`config.mk`:
```
export PLATFORM = sky130hd
export DESIGN_NAME = adder_pipe_arbiter
export DESIGN_NICKNAME = d
export VERILOG_FILES = /design/src/rtl/adder_arb_pkg.sv /design/src/rtl/adder_pipe_arbiter_tag_fifo.sv /design/src/rtl/adder_pipe_arbiter.sv
export SDC_FILE = /design/constraint.sdc
export NUM_CORES = 1
export LEC_CHECK = 0
export BUFFER_PORTS_ARGS = -buffer_cell sky130_fd_sc_hd__buf_2
export CAP_MARGIN = 5
export CORE_AREA = 2 2 164 166
export DETAILED_ROUTE_END_ITERATION = 8
export DIE_AREA = 0 0 166 168
export MAX_ROUTING_LAYER = met4
export PLACE_DENSITY = 0.45
export REMOVE_ABC_BUFFERS = 1
export SYNTH_ARGS = -nofsm -noshare
export SYNTH_HDL_FRONTEND = slang
export SYNTH_SLANG_ARGS = --single-unit
```
`constraint.sdc`:
```
create_clock -name clk -period 5.7 [get_ports clk]
set_input_delay 0.57 -clock clk [delete_from_list [all_inputs] [get_ports clk]]
set_output_delay 0.57 -clock clk [all_outputs]
set_load 0.01 [all_outputs]
```
`src/rtl/adder_arb_pkg.sv`:
```
`default_nettype none
// ============================================================================
//  Module   : adder_arb_pkg
//  Brief    : Shared types and constants for the pipelined-adder arbiter:
//             FSM state encoding, default parameter values, clog2 helper.
//  Revision : 1.0 - initial release
// ============================================================================
package adder_arb_pkg;

    localparam int DEF_WIDTH = 32;
    localparam int DEF_N_REQ = 4;
    localparam int DEF_DEPTH = 4;

    typedef enum logic [1:0] {
        RUN   = 2'd0,
        DRAIN = 2'd1,
        FLUSH = 2'd2
    } arb_state_e;

    // Ceiling log2; returns 0 for values of 0 or 1.
    function automatic int clog2(input int value);
        int r;
        r = 0;
        while ((1 << r) < value) begin
            r = r + 1;
        end
        return r;
    endfunction

endpackage
`default_nettype wire

```
`src/rtl/adder_pipe_arbiter_tag_fifo.sv`:
```
`default_nettype none
// ============================================================================
//  Module   : tag_fifo
//  Brief    : In-order owner-tag FIFO, DEPTH entries of TAG_W bits, with
//             push/pop/clear and count/full/empty status.
//  Revision : 1.0 - initial release
// ============================================================================
module tag_fifo
    import adder_arb_pkg::*;
#(
    parameter int DEPTH = DEF_DEPTH,
    parameter int TAG_W = 2,
    parameter int CNT_W = clog2(DEPTH + 1)
) (
    input  logic             clk,
    input  logic             rst,
    input  logic             push_i,
    input  logic             pop_i,
    input  logic             clear_i,
    input  logic [TAG_W-1:0] tag_i,
    output logic [TAG_W-1:0] tag_o,
    output logic [CNT_W-1:0] count_o,
    output logic             full_o,
    output logic             empty_o
);

    localparam int                PTR_W = (DEPTH > 1) ? clog2(DEPTH) : 1;
    localparam logic [PTR_W-1:0]  LAST  = PTR_W'(DEPTH - 1);

    logic [TAG_W-1:0] mem_q [DEPTH];
    logic [PTR_W-1:0] wr_ptr_q;
    logic [PTR_W-1:0] rd_ptr_q;
    logic [CNT_W-1:0] count_q;

    logic w_do_push;
    logic w_do_pop;

    // A push into a full FIFO is legal only when the head leaves in the same cycle.
    assign w_do_push = push_i && (!full_o || pop_i);
    assign w_do_pop  = pop_i && !empty_o;

    assign full_o  = (count_q == CNT_W'(DEPTH));
    assign empty_o = (count_q == '0);
    assign count_o = count_q;
    assign tag_o   = mem_q[rd_ptr_q];

    // Storage array; contents are meaningless while count is zero, so no reset.
    always_ff @(posedge clk) begin
        if (w_do_push && !clear_i) begin
            mem_q[wr_ptr_q] <= tag_i;
        end
    end

    // Pointer and occupancy tracking; clear wins over push/pop.
    always_ff @(posedge clk or negedge rst) begin
        if (!rst) begin
            wr_ptr_q <= '0;
            rd_ptr_q <= '0;
            count_q  <= '0;
        end else if (clear_i) begin
            wr_ptr_q <= '0;
            rd_ptr_q <= '0;
            count_q  <= '0;
        end else begin
            if (w_do_push) begin
                wr_ptr_q <= (wr_ptr_q == LAST) ? '0 : wr_ptr_q + 1'b1;
            end
            if (w_do_pop) begin
                rd_ptr_q <= (rd_ptr_q == LAST) ? '0 : rd_ptr_q + 1'b1;
            end
            if (w_do_push && !w_do_pop) begin
                count_q <= count_q + CNT_W'(1);
            end else if (!w_do_push && w_do_pop) begin
                count_q <= count_q - CNT_W'(1);
            end
        end
    end

endmodule
`default_nettype wire

```
`src/rtl/adder_pipe_arbiter.sv`:
```
`default_nettype none
// ============================================================================
//  Module   : adder_pipe_arbiter
//  Brief    : Round-robin arbiter sharing one DEPTH-stage stallable pipeline
//             adder among N_REQ requesters. Owner tags of in-flight ops are
//             kept in order so each result returns to its requester. Drain
//             freezes issue until empty; flush refreshes the whole pipe.
//             Optional macro ADDER_ARB_STATS_EN adds per-requester grant
//             counters and a flush counter (16-bit, saturating).
//  Revision : 1.0 - initial release
// ============================================================================
module adder_pipe_arbiter
    import adder_arb_pkg::*;
#(
    parameter int WIDTH = DEF_WIDTH,
    parameter int N_REQ = DEF_N_REQ,
    parameter int DEPTH = DEF_DEPTH,
    parameter int TAG_W = 2
) (
    input  logic                   clk,
    input  logic                   rst,
    input  logic [N_REQ-1:0]       req_valid,
    output logic [N_REQ-1:0]       req_ready,
    input  logic [N_REQ*WIDTH-1:0] req_a,
    input  logic [N_REQ*WIDTH-1:0] req_b,
    input  logic [N_REQ-1:0]       req_cin,
    output logic [N_REQ-1:0]       resp_valid,
    input  logic [N_REQ-1:0]       resp_ready,
    output logic [WIDTH-1:0]       resp_sum,
    output logic                   resp_cout,
    input  logic                   drain_req,
    input  logic                   flush_req,
    output logic                   busy,
`ifdef ADDER_ARB_STATS_EN
    output logic [N_REQ*16-1:0]    grant_cnt,
    output logic [15:0]            flush_cnt,
`endif
    output logic                   add_valid_in,
    output logic [WIDTH-1:0]       add_a,
    output logic [WIDTH-1:0]       add_b,
    output logic                   add_cin,
    output logic [DEPTH-1:0]       add_pause,
    output logic [DEPTH-1:0]       add_refresh,
    output logic                   add_out_allow,
    input  logic                   add_valid_out,
    input  logic [WIDTH-1:0]       add_sum,
    input  logic                   add_cout
);

    localparam int CNT_W = clog2(DEPTH + 1);

    arb_state_e       state_q, state_d;
    logic [TAG_W-1:0] rr_ptr_q, rr_ptr_d;

    logic [TAG_W-1:0] w_head_tag;
    logic [CNT_W-1:0] w_count;
    logic             w_full;
    logic             w_empty;
    logic             w_have;
    logic [N_REQ-1:0] w_head_oh;
    logic             w_head_ready;
    logic             w_out_allow;
    logic             w_pop;
    logic             w_issue_ok;
    logic             w_win_found;
    logic [TAG_W-1:0] w_win_idx;
    logic             w_grant;
    logic [WIDTH-1:0] w_add_a;
    logic [WIDTH-1:0] w_add_b;
    logic             w_add_cin;

    // ---------------------------------------------------------------- return
    assign w_have       = !w_empty;
    assign w_head_oh    = N_REQ'(1) << w_head_tag;
    assign w_head_ready = |(resp_ready & w_head_oh);
    assign w_out_allow  = w_have ? w_head_ready : 1'b1;
    assign w_pop        = add_valid_out && w_out_allow;

    // ----------------------------------------------------------------- issue
    assign w_issue_ok = (state_q == RUN) && (!w_full || w_pop) && !flush_req;
    assign w_grant    = rst && w_issue_ok && w_win_found;

    // Round-robin search: first valid requester at or after rr_ptr, with wrap.
    always_comb begin
        logic [TAG_W:0] idx;
        w_win_found = 1'b0;
        w_win_idx   = '0;
        idx         = '0;
        for (int k = 0; k < N_REQ; k++) begin
            idx = {1'b0, rr_ptr_q} + (TAG_W+1)'(k);
            if (idx >= (TAG_W+1)'(N_REQ)) begin
                idx = idx - (TAG_W+1)'(N_REQ);
            end
            if (!w_win_found && |(req_valid & (N_REQ'(1) << idx[TAG_W-1:0]))) begin
                w_win_found = 1'b1;
                w_win_idx   = idx[TAG_W-1:0];
            end
        end
    end

    // Operand mux from the winning slot; zero when nothing is issued.
    always_comb begin
        w_add_a   = '0;
        w_add_b   = '0;
        w_add_cin = 1'b0;
        for (int i = 0; i < N_REQ; i++) begin
            if (w_grant && (w_win_idx == TAG_W'(i))) begin
                w_add_a   = req_a[i*WIDTH +: WIDTH];
                w_add_b   = req_b[i*WIDTH +: WIDTH];
                w_add_cin = req_cin[i];
            end
        end
    end

    // Pointer advances past the winner only when a grant actually happens.
    always_comb begin
        rr_ptr_d = rr_ptr_q;
        if (w_grant) begin
            rr_ptr_d = (w_win_idx == TAG_W'(N_REQ - 1)) ? '0 : w_win_idx + 1'b1;
        end
    end

    // Next-state logic; flush always takes priority over drain.
    always_comb begin
        state_d = state_q;
        unique case (state_q)
            RUN: begin
                if (flush_req) begin
                    state_d = FLUSH;
                end else if (drain_req) begin
                    state_d = DRAIN;
                end
            end
            DRAIN: begin
                if (flush_req) begin
                    state_d = FLUSH;
                end else if (w_empty) begin
                    state_d = RUN;
                end
            end
            FLUSH:   state_d = RUN;
            default: state_d = RUN;
        endcase
    end

    // State and round-robin pointer registers.
    always_ff @(posedge clk or negedge rst) begin
        if (!rst) begin
            state_q  <= RUN;
            rr_ptr_q <= '0;
        end else begin
            state_q  <= state_d;
            rr_ptr_q <= rr_ptr_d;
        end
    end

    tag_fifo #(
        .DEPTH (DEPTH),
        .TAG_W (TAG_W),
        .CNT_W (CNT_W)
    ) u_tag_fifo (
        .clk     (clk),
        .rst     (rst),
        .push_i  (w_grant),
        .pop_i   (w_pop),
        .clear_i (state_q == FLUSH),
        .tag_i   (w_win_idx),
        .tag_o   (w_head_tag),
        .count_o (w_count),
        .full_o  (w_full),
        .empty_o (w_empty)
    );

    // --------------------------------------------------------------- outputs
    // Pass-through paths are forced low while reset is held.
    assign req_ready     = w_grant ? (N_REQ'(1) << w_win_idx) : '0;
    assign add_valid_in  = w_grant;
    assign add_a         = w_add_a;
    assign add_b         = w_add_b;
    assign add_cin       = w_add_cin;
    assign resp_valid    = (w_have && add_valid_out && (state_q != FLUSH) && !flush_req)
                           ? w_head_oh : '0;
    assign resp_sum      = rst ? add_sum : '0;
    assign resp_cout     = rst && add_cout;
    assign add_out_allow = rst && w_out_allow;
    assign add_pause     = ((state_q == DRAIN) && w_have && !w_head_ready) ? '1 : '0;
    assign add_refresh   = (state_q == FLUSH) ? '1 : '0;
    assign busy          = (w_count != '0) || (state_q != RUN);

`ifdef ADDER_ARB_STATS_EN
    logic [15:0] flush_cnt_q;

    for (genvar gi = 0; gi < N_REQ; gi++) begin : g_grant_cnt
        logic [15:0] cnt_q;
        // Saturating per-requester grant counter.
        always_ff @(posedge clk or negedge rst) begin
            if (!rst) begin
                cnt_q <= '0;
            end else if (w_grant && (w_win_idx == TAG_W'(gi)) && (cnt_q != 16'hFFFF)) begin
                cnt_q <= cnt_q + 16'd1;
            end
        end
        assign grant_cnt[gi*16 +: 16] = cnt_q;
    end

    // FLUSH lasts one cycle, so a FLUSH next-state is always an entry.
    always_ff @(posedge clk or negedge rst) begin
        if (!rst) begin
            flush_cnt_q <= '0;
        end else if ((state_d == FLUSH) && (flush_cnt_q != 16'hFFFF)) begin
            flush_cnt_q <= flush_cnt_q + 16'd1;
        end
    end
    assign flush_cnt = flush_cnt_q;
`endif

endmodule
`default_nettype wire

```
-- Yosys cells after proc, flatten, opt, wreduce, memory -nomap -nowiden
Memories as Yosys holds them, arrays and structs flattened.
Cells that the tools add are included.
- bits of input ports: 306
- output and inout bits: 117
- register bits: 11
- memories: 1
- bits in writable memories: 8
- muxes and demuxes: 47
- reduce and logical (&&, ||, !) cells: 50
- shifts and indexed selects: 6
- equal/unequal tests: 11
- add/subtract/negate cells: 12
- order comparisons: 4
- bitwise gates (word level): 5
- memories (name ; depth ; bits a word ; rd ports ; clocked after memory_dff ; write ports ; RTL line ; text):
    u_tag_fifo.mem_q ; 4 ; 2 ; 1 ; 0 ; 1 ; adder_pipe_arbiter_tag_fifo.sv:30 ; logic [TAG_W-1:0] mem_q [DEPTH];
- operators with widths (kind ; count):
    $mux W32 ; 9
    $mux W2 ; 19
    $logic_and A1 B1 Y1 ; 24
    $shl A1 B2 Y4 const A ; 6
    $and A4 B4 Y4 ; 5
    $reduce_or A4 Y1 ; 5
    $mux W4 ; 4
    $mux W1 ; 11
    $eq A2 B2 Y1 const B ; 5
    $logic_not A1 Y1 ; 10
    $ge A3 B3 Y1 const B ; 3
    $mux W3 ; 3
    $sub A2 B1 Y2 const B ; 4
    $add A2 B1 Y2 const B ; 3
    $add A2 B2 Y3 const B ; 2
    $reduce_bool A2 Y1 ; 3
    $reduce_bool A3 Y1 ; 2
    $eq A2 B1 Y1 const B ; 2
    $logic_not A2 Y1 ; 2
    $pmux W2 S2 ; 1
    $add A2 B1 Y3 const B ; 1
    $add A3 B1 Y3 const B ; 1
    $eq A3 B3 Y1 const B ; 1
    $ge A2 B3 Y1 const B ; 1
    7 further kinds ; 8

-- Depth between registers and ports, before layout
- word-level depth: 22
- mapped depth: 15
- mapped depth without buffers: 13

-- Modules after synthesis
A second synthesis with hierarchy kept.
- cells, all modules: 485
- area total of the unflattened synthesis: 3819.9 µm²
- by module, submodules not included (module ; sequential area each (µm²) ; area each (µm²) ; cells each ; instances):
    adder_pipe_arbiter ; 100.1 ; 3041.7 ; 426 ; 1
    tag_fifo ; 415.4 ; 778.2 ; 59 ; 1

-- Worst setup path before layout
Ideal clock, no wire load.
- path kind: reg-to-output
- start point: reg rr_ptr_q[0]
- end point: out add_a[14]
- arrival time: 3.339 ns
- cell stages (with the launch flop): 13
- buffers on the path: 3
- setup slack: 1.791 ns
- path through: dfrtp_1 -> inv_1 -> ha_1 -> a22o_1 -> a221oi_2 -> a21oi_1 -> o311ai_0 -> ha_1 -> clkbuf_1 -> clkbuf_1 -> clkbuf_1 -> a21oi_1 -> nor2_1
- word-level cells in the longest chain between the ends: 21
- elaborated cells on any way between the ends: 54
- classes of those cells: 7 x add/sub; 4 x order compare; 3 x eq/ne; 4 x shift; 16 x mux; 4 x bitwise; 16 x reduce/logical
- ends and longest elaborated chain (element ; RTL line ; text):
    from (decl) ; adder_pipe_arbiter.sv:53 ; logic [TAG_W-1:0] rr_ptr_q, rr_ptr_d;
    from (signal assigned) ; adder_pipe_arbiter.sv:153 ; rr_ptr_q <= rr_ptr_d;
    branches (longest 14 deep; another with $add A2 B1 Y3) ; n/a ;
    $mux W2 * ; adder_pipe_arbiter.sv:94 ; if (!w_win_found && |(req_valid & (N_REQ'(1) << idx[TAG_W-1:0]))) begin
    via u_tag_fifo.tag_i[1] ; adder_pipe_arbiter_tag_fifo.sv:20 ; input logic [TAG_W-1:0] tag_i,
    $logic_not A2 Y1 ; adder_pipe_arbiter.sv:107 ; if (w_grant && (w_win_idx == TAG_W'(i))) begin
    $logic_and A1 B1 Y1 ; adder_pipe_arbiter.sv:107 ;
    $mux W32 (3 in series) ; adder_pipe_arbiter.sv:107 ;
    $mux W32 * ; adder_pipe_arbiter.sv:107 ;
    to (decl) ; adder_pipe_arbiter.sv:39 ; output logic [WIDTH-1:0] add_a,
Mark *: on every way through the listed nets, which the timed path passes.

-- Worst setup path in the final report
- start point: reg rr_ptr_q[0]
- end point: out add_b[6]
- word-level cells in the longest chain between the ends: 21
- elaborated cells on any way between the ends: 54
- classes of those cells: 7 x add/sub; 4 x order compare; 3 x eq/ne; 4 x shift; 16 x mux; 4 x bitwise; 16 x reduce/logical
- ends and longest elaborated chain (element ; RTL line ; text):
    branches (longest 14 deep; another with $add A2 B1 Y3) ; n/a ;
    $mux W2 * ; adder_pipe_arbiter.sv:94 ;
    via u_tag_fifo.tag_i[0] ; adder_pipe_arbiter_tag_fifo.sv:20 ;
    $logic_not A2 Y1 ; adder_pipe_arbiter.sv:107 ;
    $logic_and A1 B1 Y1 ; adder_pipe_arbiter.sv:107 ;
    $mux W32 (3 in series) ; adder_pipe_arbiter.sv:107 ;
    $mux W32 * ; adder_pipe_arbiter.sv:107 ;
    to (decl) ; adder_pipe_arbiter.sv:40 ; output logic [WIDTH-1:0] add_b,
Marked as above.

==> out/metrics.csv <==
metric,value,unit
H-Tree Level Count,1,
CTS tree,yes,
Avg Inst Size Synth,6.49,um2
global-route wire length before repair,31100,um
initial antenna violation count,1,
std cell rows,60,
outcome,"finished, final reports clean",
hold_buf cts,0,
Slew headroom,45.4,%
Setup CP Type,flop to output pin,
global-route usage over all layers,14.4,%
Core ar.,26400,um2
Cell variety after synth,47,
Finish-stage setup viols,0,
1st-iter DRT viols,201,
vias in the first global route,5640,
Die Y-Extent,168,um
max-cap violation count,0,
Die X-Extent,166,um
post-CTS setup buffer count,0,
Via Count,5855,
worst-path maximum fanout,35,
Critical Path AT,4.00,ns
GRT overflow,0,
Leak,3.65,nW
setup TNS,0,ns
post-DR vias/cell,4.38,
cell count of the worst reg-to-reg path,13,
Initial Utilization,15.4,%
Reg2Reg Launch Point,rr_ptr_q[0],
dpl cell area,6430,um2
full die area,27900,um2
Yosys top cell area share,15.3,%
Startpoint Class,flop,
Clock Tree Buf Depth,2,
Area contributors post-synth,"o211a_1 15%, nand2_1 12%, o211ai_1 11%",
"leading cell type in the layout, fill and taps excluded",buf_2,
pre-CTS worst setup slack,1.34,ns
final WL,20900,um
Port-buffer cells,422,
RSZ-0062 raised after global routing,false,
P&R area growth vs syn,60.0,%
pin count of the biggest net entering global routing,80,
final core occ,24.7,%
PwrDens,758,nW/um2
clk root buf,clkbuf_16,
Clock Latency Late Sink,0.25,ns
crit path launch,rr_ptr_q[0],
fin crit period,4.57,ns
CP Data Required Time,5.13,ns
r2r setup slk,2.06,ns
CP Capture Point,add_b[6],
Antenna Violating Nets Remaining,0,
Cells after Synth,627,
IO Count,423,
sequential element share of the synthesized area,12.7,%
clock transition at the registers of the reported paths,0.06,ns
"flops & latches, synth",19,
Slew @ Worst Pin,0.818,ns
Post-Syn Area,4070,um2
largest area contributor in the synthesized netlist,o211a_1,
Worst R2R End,u_tag_fifo.count_o[2],
Max Fclk,0.219,GHz
final instance area,6510,um2
worst setup margin,1.13,ns
final period utilization,80.1,%
drt pass-1 iters,4,
DR DRC count,0,
hold crit path type,input port to asynchronous set/reset pin,
share of layout cells above drive strength 1,45.2,%
nets,1317,
Num CTS Buffers,3,
Detailed Place HPWL,16700,um
Ys Warns,0,
endpoint type of the worst setup path,output pin,
# clock sinks,19,
Final Max Slew Viols,0,
Wirelength per Cell,15.6,um
VDD IR max,362,uV
RD Place Congestion,0.833,
most frequent cells in the layout,"422 x buf_2, 133 x nand2_1, 90 x nor2_1, 70 x a21oi_1",
clk_skew,0.00329,ns
Post-CTS Resized,0,
final hold violations,0,
-- worst min-delay path by stage --
stage / from / to / slack, ns / depth (start not counted)
2_1_floorplan: rst / rr_ptr_q[0] / 0.27 / 0
3_5_place_dp: state_q[1] / state_q[1] / 0.51 / 1
6_report: rst / u_tag_fifo.wr_ptr_q[0] / 0.42 / 2
5_1_grt: rst / u_tag_fifo.wr_ptr_q[1] / 0.46 / 2
4_1_cts: rst / u_tag_fifo.wr_ptr_q[1] / 0.45 / 2
3_3_place_gp: state_q[1] / state_q[1] / 0.51 / 1
-- critical path, stage by stage (launching register included) --
cell	delay, ns
dfrtp_1	0.43
inv_1	0.11
ha_1	0.25
a22o_1	0.25
a221oi_2	0.34
o21bai_1	0.14
a22oi_1	0.27
inv_1	0.22
ha_4	0.21
inv_2	0.50
buf_4	0.46
o211a_1	0.22
a21oi_1	0.06
nor2_1	0.13
buf_2	0.14
-- cell usage after synthesis (all sizes together) --
library cell,n
mux2i,5
nor3,5
o21a,2
o21bai,1
a221oi,4
a221o,1
a22o,1
nor2,90
ha,14
a22oi,7
o311a,1
and2b,1
nand2b,2
o21ai,3
o311ai,2
mux4,2
a2111oi,1
mux2,3
a21oi,70
o211ai,62
a21o,1
xnor2,1
nand2,133
or4,1
o211a,62
or2b,1
dfrtp,11
and3,1
clkbuf,48
fa,1
nor4b,2
nand4,1
or3,1
nand3,1
edfxtp,8
nor2b,3
buf,20
o221ai,1
and2,34
xor2,1
inv,18
-- flip-flops by register name, indices dropped and copies added (netlist names) --
name	count
u_tag_fifo.mem_q	8
u_tag_fifo.count_o	3
rr_ptr_q	2
state_q	2
u_tag_fifo.rd_ptr_q	2
u_tag_fifo.wr_ptr_q	2
-- area by class of cell --
| class | count | area [um2] |
|---|---|---|
| Inverter | 18 | 70.1 |
| Multi-Input combinational cell | 522 | 3200 |
| Antenna cell | 1 | 2.50 |
| Timing Repair Buffer | 432 | 2210 |
| Clock buffer | 3 | 75.1 |
| Sequential cell | 19 | 515 |
| Clock inverter | 1 | 5.00 |
| Tap cell | 341 | 427 |
| Fill cell | 3021 | 19800 |
-- per-layer routing --
metal | share of wire [%] | up-vias | routed length (um) | track usage, %
li1 | - | 2955 | - | -
met1 | 40 | 2595 | 8420 | 16.8
met2 | 52 | 291 | 10800 | 26.6
met3 | 6.4 | 14 | 1340 | 1.74
met4 | 1.4 | 0 | 296 | 3.14
met5 | 0 | - | 0 | -
-- power breakdown --
| part | total, mW | switching [mW] | internal (mW) |
|---|---|---|---|
| logic | 4.55 | 2.71 | 1.83 |
| clock network | 0.147 | 0.0528 | 0.0941 |
| registers | 0.238 | 0.0373 | 0.200 |
| total | 4.93 | 2.80 | 2.13 |
-- stage by stage --
step / cells / hold WS, ns / total power [mW]
after floorplan: 559 / 0.274 / 3.50
after global placement: 1332 / 0.507 / 4.85
after detailed placement: 1332 / 0.510 / 4.86
after CTS: 1336 / 0.454 / 5.04
after global routing: 1337 / 0.460 / 5.57
final: 1337 / 0.416 / 4.93
-- cell families (layout without fill, tap and decap cells) --
group | after synthesis | count (layout) | share of synthesized area [%]
other cells | 0 | 1 | 0
simple gates | 276 | 276 | 28.8
fa+ha+maj | 15 | 15 | 4.80
flops | 19 | 19 | 12.7
compound gates | 219 | 219 | 40.6
xor+xnor | 2 | 2 | 0.431
mux | 10 | 10 | 3.17
buf+inv | 86 | 454 | 9.53
No activity file was read; power rests on OpenSTA's default activity.
